==> src/rtl/bundle_serializer.sv <==
// Frame serializer: shifts a captured WIDTH-bit word out LSB first, one bit per cycle.
// Optional even-parity trailer cycle is enabled by defining BUNDLE_SERIALIZER_PARITY_EN.
module bundle_serializer #(
    parameter int WIDTH = 4,
    parameter int IDX_W = $clog2(WIDTH)
) (
    input  logic             clock,
    input  logic             rst_n,
    input  logic             in_valid,
    output logic             in_ready,
    input  logic [WIDTH-1:0] in_data,
    output logic [IDX_W-1:0] index,
    output logic             out_valid,
    output logic             out_bit,
    output logic             out_first,
    output logic             out_last
);

`ifdef BUNDLE_SERIALIZER_PARITY_EN
    typedef enum logic [1:0] {IDLE, SHIFT, PAR} state_t;
`else
    typedef enum logic [1:0] {IDLE, SHIFT} state_t;
`endif

    localparam logic [IDX_W-1:0] LAST_IDX = IDX_W'(WIDTH - 1);

    state_t           state_reg, state_next;
    logic [IDX_W-1:0] index_reg, index_next;
    logic [WIDTH-1:0] word_reg, word_next;

    always_ff @(posedge clock or negedge rst_n) begin
        if (!rst_n) begin
            state_reg <= IDLE;
            index_reg <= '0;
            word_reg  <= '0;
        end else begin
            state_reg <= state_next;
            index_reg <= index_next;
            word_reg  <= word_next;
        end
    end

    // Outputs decode registered state only, so an asynchronous reset clears them at once.
    always_comb begin
        state_next = state_reg;
        index_next = index_reg;
        word_next  = word_reg;
        in_ready   = 1'b0;
        out_valid  = 1'b0;
        out_bit    = 1'b0;
        out_first  = 1'b0;
        out_last   = 1'b0;

        case (state_reg)
            IDLE: begin
                in_ready   = 1'b1;
                index_next = '0;
                if (in_valid) begin
                    word_next  = in_data;
                    state_next = SHIFT;
                end
            end

            SHIFT: begin
                out_valid = 1'b1;
                out_bit   = word_reg[index_reg];
                out_first = (index_reg == '0);
                if (index_reg != LAST_IDX) begin
                    index_next = index_reg + IDX_W'(1);
                end else begin
`ifdef BUNDLE_SERIALIZER_PARITY_EN
                    state_next = PAR;
`else
                    in_ready = 1'b1;
                    out_last = 1'b1;
                    if (in_valid) begin
                        // Back-to-back frame: index wraps naturally to 0.
                        word_next  = in_data;
                        index_next = index_reg + IDX_W'(1);
                    end else begin
                        state_next = IDLE;
                        index_next = '0;
                    end
`endif
                end
            end

`ifdef BUNDLE_SERIALIZER_PARITY_EN
            PAR: begin
                out_valid  = 1'b1;
                out_bit    = ^word_reg;
                out_last   = 1'b1;
                in_ready   = 1'b1;
                index_next = '0;
                if (in_valid) begin
                    word_next  = in_data;
                    state_next = SHIFT;
                end else begin
                    state_next = IDLE;
                end
            end
`endif

            default: begin
                state_next = IDLE;
                index_next = '0;
            end
        endcase
    end

    assign index = index_reg;

endmodule

==> config.mk <==
export PLATFORM = sky130hd
export DESIGN_NAME = bundle_serializer
export DESIGN_NICKNAME = d
export VERILOG_FILES = /design/src/rtl/bundle_serializer.sv
export SDC_FILE = /design/constraint.sdc
export NUM_CORES = 1
export LEC_CHECK = 0
export ABC_AREA = 1
export BUFFER_PORTS_ARGS = -buffer_cell sky130_fd_sc_hd__buf_2
export CELL_PAD_IN_SITES_DETAIL_PLACEMENT = 0
export CELL_PAD_IN_SITES_GLOBAL_PLACEMENT = 1
export CORE_AREA = 4 4 41 43
export DETAILED_ROUTE_END_ITERATION = 10
export DIE_AREA = 0 0 45 47
export GPL_TIMING_DRIVEN = 0
export PLACE_DENSITY = 0.73
export SLEW_MARGIN = 20
export SYNTH_ARGS = -nofsm -noshare
export SYNTH_HDL_FRONTEND = slang
export SYNTH_SLANG_ARGS = --single-unit
==> constraint.sdc <==
create_clock -name clock -period 1.3 [get_ports clock]
set_input_delay 0.13 -clock clock [delete_from_list [all_inputs] [get_ports clock]]
set_output_delay 0.13 -clock clock [all_outputs]
set_load 0.005 [all_outputs]
# == Word level (Yosys, flattened, before mapping) ==
# Cells that the tools add are included.
# totals
latchBits,0
word_cells,33
mem_bits_rw,0
romBits,0
mem_count,0
regBits,8
# classes
n_reduce_logical,5
n_lt_le_gt_ge,1
n_shift,0
muxes,18
n_eq_ne,5
add_sub_neg,1
n_mul,0
div,0
bitwise_logic,0
# op_table
cell,count
2-bit 2-to-1 mux,6
4-bit 2-to-1 mux,2
2-bit != test (second input constant),4
4-bit case mux with 2 select lines,1
1-bit 2-to-1 mux,6
2-bit zero test,2
2-bit case mux with 2 select lines,1
2-bit by 3-bit less-than comparator with 1-bit output (second input constant),1
3-bit AND reduction,1
2-bit by 1-bit adder with 2-bit output (second input constant),1
1-bit binary-select mux with 2-bit select,1
2-bit by 1-bit == test with 1-bit output (second input constant),1
1-bit case mux with 2 select lines,1
2-bit AND reduction,1
2-bit nonzero test,1

# == Logic depth before layout (Yosys ltp) ==
# depth
word_depth,4
ltp_mapped,6
depth_no_buf,6

# == Worst setup path before layout ==
# OpenSTA, ideal clock, no wires.
# synth_path
kind,register to register
start,"register index_reg[0], in the netlist index[0]"
end,register word_reg[0]
arrival_ns,0.989
period_less_slack_ns,1.067
path_stages_with_launch,7
t_required_ns,1.223
path_slack_ns,0.233
path_buffers,0
path_cell_list,dfrtp_1 > ha_1 > inv_1 > nand2_2 > nand2_4 > nor2_1 > a21oi_1
# synth_between
elab_chain_len,3
# synth_lines
item,line,source
start: declaration,28,"logic [IDX_W-1:0] index_reg, index_next;"
start signal: assignment,38,index_reg <= index_next;
2-bit != test,68,if (index_reg != LAST_IDX) begin
2-bit != test (no line),-,
2-bit AND reduction (no line),-,
end signal: assignment,39,word_reg <= word_next;
end: declaration,29,"logic [WIDTH-1:0] word_reg, word_next;"
# Every way passes these cells.
# A chain may end at the register's enable or synchronous reset.

# == Worst setup path in the final report ==
# layout_path
start,"register index_reg[0], in the netlist index[0]"
end,output in_ready
# layout_between
elab_chain_len,3
# layout_lines
item,line,source
2-bit != test,68,
1-bit 2-to-1 mux,68,
1-bit case mux with 2 select lines,54,case (state_reg)
end: declaration,10,"output logic in_ready,"
# Every way passes these cells.

==> metrics.md <==
| Metric | Value |
|---|---|
| Run status | `finished, final reports clean` |
| Antenna cell count | `0` |
| Final nets | `between 70 and 80` |
| Total placed cells including tap cells | `74` |
| Static leakage | `between 0.3 and 0.4 nW` |
| Element type at the critical path end | `primary output` |
| Number of buffers created by CTS | `3` |
| Critical path startpoint category | `flop` |
| Number of antenna violations at the first check in global routing | `0` |
| Area share of the leading cell type in the synthesized netlist | `47.8%` |
| Largest driver fanout on the critical path | `6` |
| Total GRT Usage | `9.09%` |
| Antenna-violating nets left | `0` |
| Vertical die dimension | `47 microns` |
| Max VDD drop | `0.672 mV` |
| Residual DRC count | `0` |
| Count of final setup violators | `0` |
| Critical Path Max Stage Delay | `approximately 0.44 ns` |
| Buffers from clock root to sink, at most | `2` |
| Post-layout minimum cycle time | `1.26 ns` |
| Net switching power of the design | `between 0.0004 and 0.0005 W` |
| Slowest stage cell on the critical path | `dfrtp_2` |
| Clock Power Share | `between 15 and 20%` |
| Wirelength, routed | `699 microns` |
| Total via count in the routed design | `325` |
| Routed length per instance | `a little under 9 microns` |
| Gate family responsible for the most delay along the worst path | `flip-flops` |
| Root buffer cell | `clkbuf_4` |
| FP Rows | `13` |
| Area Overhead vs Synth | `36.5%` |
| Setup repair after global routing missed its margin | `yes` |
| Worst slew margin | `between 80% and 90%` |
| Required time at the endpoint of the critical path | `1.17 ns` |
| Netlist cell types | `9` |
| Post-synthesis average cell area | `7.97 sq um` |
| Logic pwr share | `47.6%` |
| Number of flip-flops in the largest register | `4` |
| I/O Buffers | `13` |
| Main area contributors after synthesis | `dfrtp_1, inv_1, ha_1` |
| Critical setup path kind | `reg -> out` |
| Warnings from Yosys | `0` |
| Clock tree from TritonCTS | `done` |
| Number of global-route vias before repair | `336` |
| Number of fillers in the final layout | `about 150` |
| Final worst setup slack | `approximately 0.038 ns` |
| Synth Net Count | `between 50 and 60` |
| Share of the yosys chip area belonging to registers | `between 40% and 50%` |
| First-pass GRT wire length | `1370 microns` |
| Starting density of the core | `between 20% and 30%` |
| Power per cell area | `2270 nW/um^2` |
| WP buf/inv | `2` |
| Final period utilization | `97.1%` |
| Number of top-level pins | `14` |
| Timing-limited maximum frequency | `approximately 800 MHz` |
| Clock latency on the worst-skew pair | `0.25 ns` |
| Instance area after placement | `around 450 sq um` |
| Placeable core region | `1300 sq um` |
| Worst Setup Slack post-DPL | `0.166 ns` |
| Count of clock tree sinks | `7` |
| Number of hold-slack violations in the final timing report | `0` |
| Number of DRC violations after detailed-routing iteration 0 | `3` |
| CTS clock-pin slew for the worst setup and hold paths | `0.05 ns` |
| Internal power | `0.000690 W` |
| Switching share of power | `39.2%` |
| Sequence of cells on the critical path | `ha_2 -> inv_2 -> nand2_2 -> buf_2` |
| Pin count of the biggest net entering global routing | `9` |
| Overall overflow remaining after global route | `0` |
| Mapped Area | `367 sq um` |
| Full die area | `2120 sq um` |
| Average via count per standard cell | `4.06` |
| Worst-case clock skew | `around 0.0035 ns` |
| Fraction of final layout cells sized beyond drive strength 1 | `between 30% and 40%` |
| Hold crit path type | `in -> reg` |
| Max Slew Vio Count | `0` |
| Transition time at the pin with the least slew margin | `0.186 ns` |
| Arrival time of data at the critical path endpoint | `1.13 ns` |
| Post-Synthesis Cells | `46` |
| Finished Layout Cells | `80` |
| Number of max-cap violations | `0` |
| Number of iterations in the first detailed-routing pass | `2` |
| GPL Wtd Cong | `~0.7` |
| Final standard cell area without fillers | `500 sq um` |
| Total half-perimeter wirelength after legalization and detailed placement | `552 microns` |
| Sequential Power Share | `35.4%` |
| Yosys reg bits | `7` |
| Die X | `45 microns` |
| Yosys top cell by area | `dfrtp_1` |
| H-Tree Depth | `1` |
[power groups by stage]
stage	Sequential [W]	Clock (W)	Combinational, W
floorplan	0.000393	0	0.000323
global placement	0.000401	0	0.000507
detailed placement	0.000404	0	0.000515
CTS	0.000399	0.000206	0.000551
global route	0.000421	0.000225	0.000644
finish	0.000402	0.000193	0.000541
[metal layers]
| metal | wire length (microns) | global-route usage, % | share of wire (%) |
|---|---|---|---|
| met5 | 0 | 0 | 0 |
| met3 | 45 | 1.53 | 6.4 |
| met4 | 17 | 8.77 | 2.4 |
| met1 | 291 | 10.7 | 42 |
| met2 | 345 | 13.8 | 49 |
[final cells by class]
cell class / instances / area (sq um) / share of cell area [%]
clock buffer: 4 / 26.3 / 5.25
inverter: 12 / 45.0 / 9.00
multi-input combinational: 27 / 151 / 30.2
sequential: 7 / 176 / 35.2
tap: 15 / 18.8 / 3.75
timing repair buffer: 15 / 82.6 / 16.5
[timing repair]
action                                 4_1_cts  5_1_grt
endpoints found under the hold margin        7        0
buffers inserted                             1        0
hold buffers                                 1        0
cloned                                       0        0
pin swaps                                    0        1
setup endpoints to repair                    4        4
gates resized for setup                      1        4
[cells in the final DEF (no fill, tap or decap), drive strengths merged]
cell type / instances
nand3: 2
inv: 12
dlygate4sd3: 1
a21oi: 5
nand2: 11
buf: 14
dfrtp: 7
ha: 3
nor2: 6
clkbuf: 4
[tightest hold or removal path, delay by kind of cell]
kind	cells	cell delay [ns]
AO/OA/AOI/OAI	1	0.10
buffers and inverters	1	0.07
AND/OR/NAND/NOR	1	0.03
[path summary, 6_finish.rpt]
check	startpoint	endpoint	slack (ns)	cells past startpoint
worst min register to register	word_reg[0]	word_reg[0]	0.51	2
min in group asynchronous	rst_n	word_reg[2]	0.24	2
worst min-delay path	in_data[2]	word_reg[2]	0.13	3
max in group asynchronous	rst_n	index[0]	0.89	2
worst max register to register	index[0]	word_reg[3]	0.22	6
worst max-delay path	index[0]	in_ready	0.04	4
[through the flow]
step | total power, W | hold slack [ns] | TNS, ns | util [%]
after global placement | 0.000908 | -0.0291 | 0 | 34.6
after detailed placement | 0.000919 | -0.0266 | 0 | 34.6
after global routing | 0.00129 | 0.132 | -0.115 | 38.5
after CTS | 0.00116 | 0.117 | 0 | 38.1
after floorplan | 0.000716 | -0.166 | 0 | -
final | 0.00114 | 0.127 | 0 | 38.5
[synthesized netlist by cell type (all sizes together)]
cell type / instances
ha: 3
nor2: 6
inv: 12
a21oi: 5
nand2: 11
dfrtp: 7
nand3: 2
[cell families after synthesis]
group | after synthesis | share of synthesized area (%)
AND/OR/NAND/NOR | 19 | 22.9
buffers and inverters | 12 | 12.3
adder cells (fa/ha/maj) | 3 | 10.2
flip-flops | 7 | 47.8
AO/OA/AOI/OAI | 5 | 6.82
No activity file was read; power rests on OpenSTA's default activity.
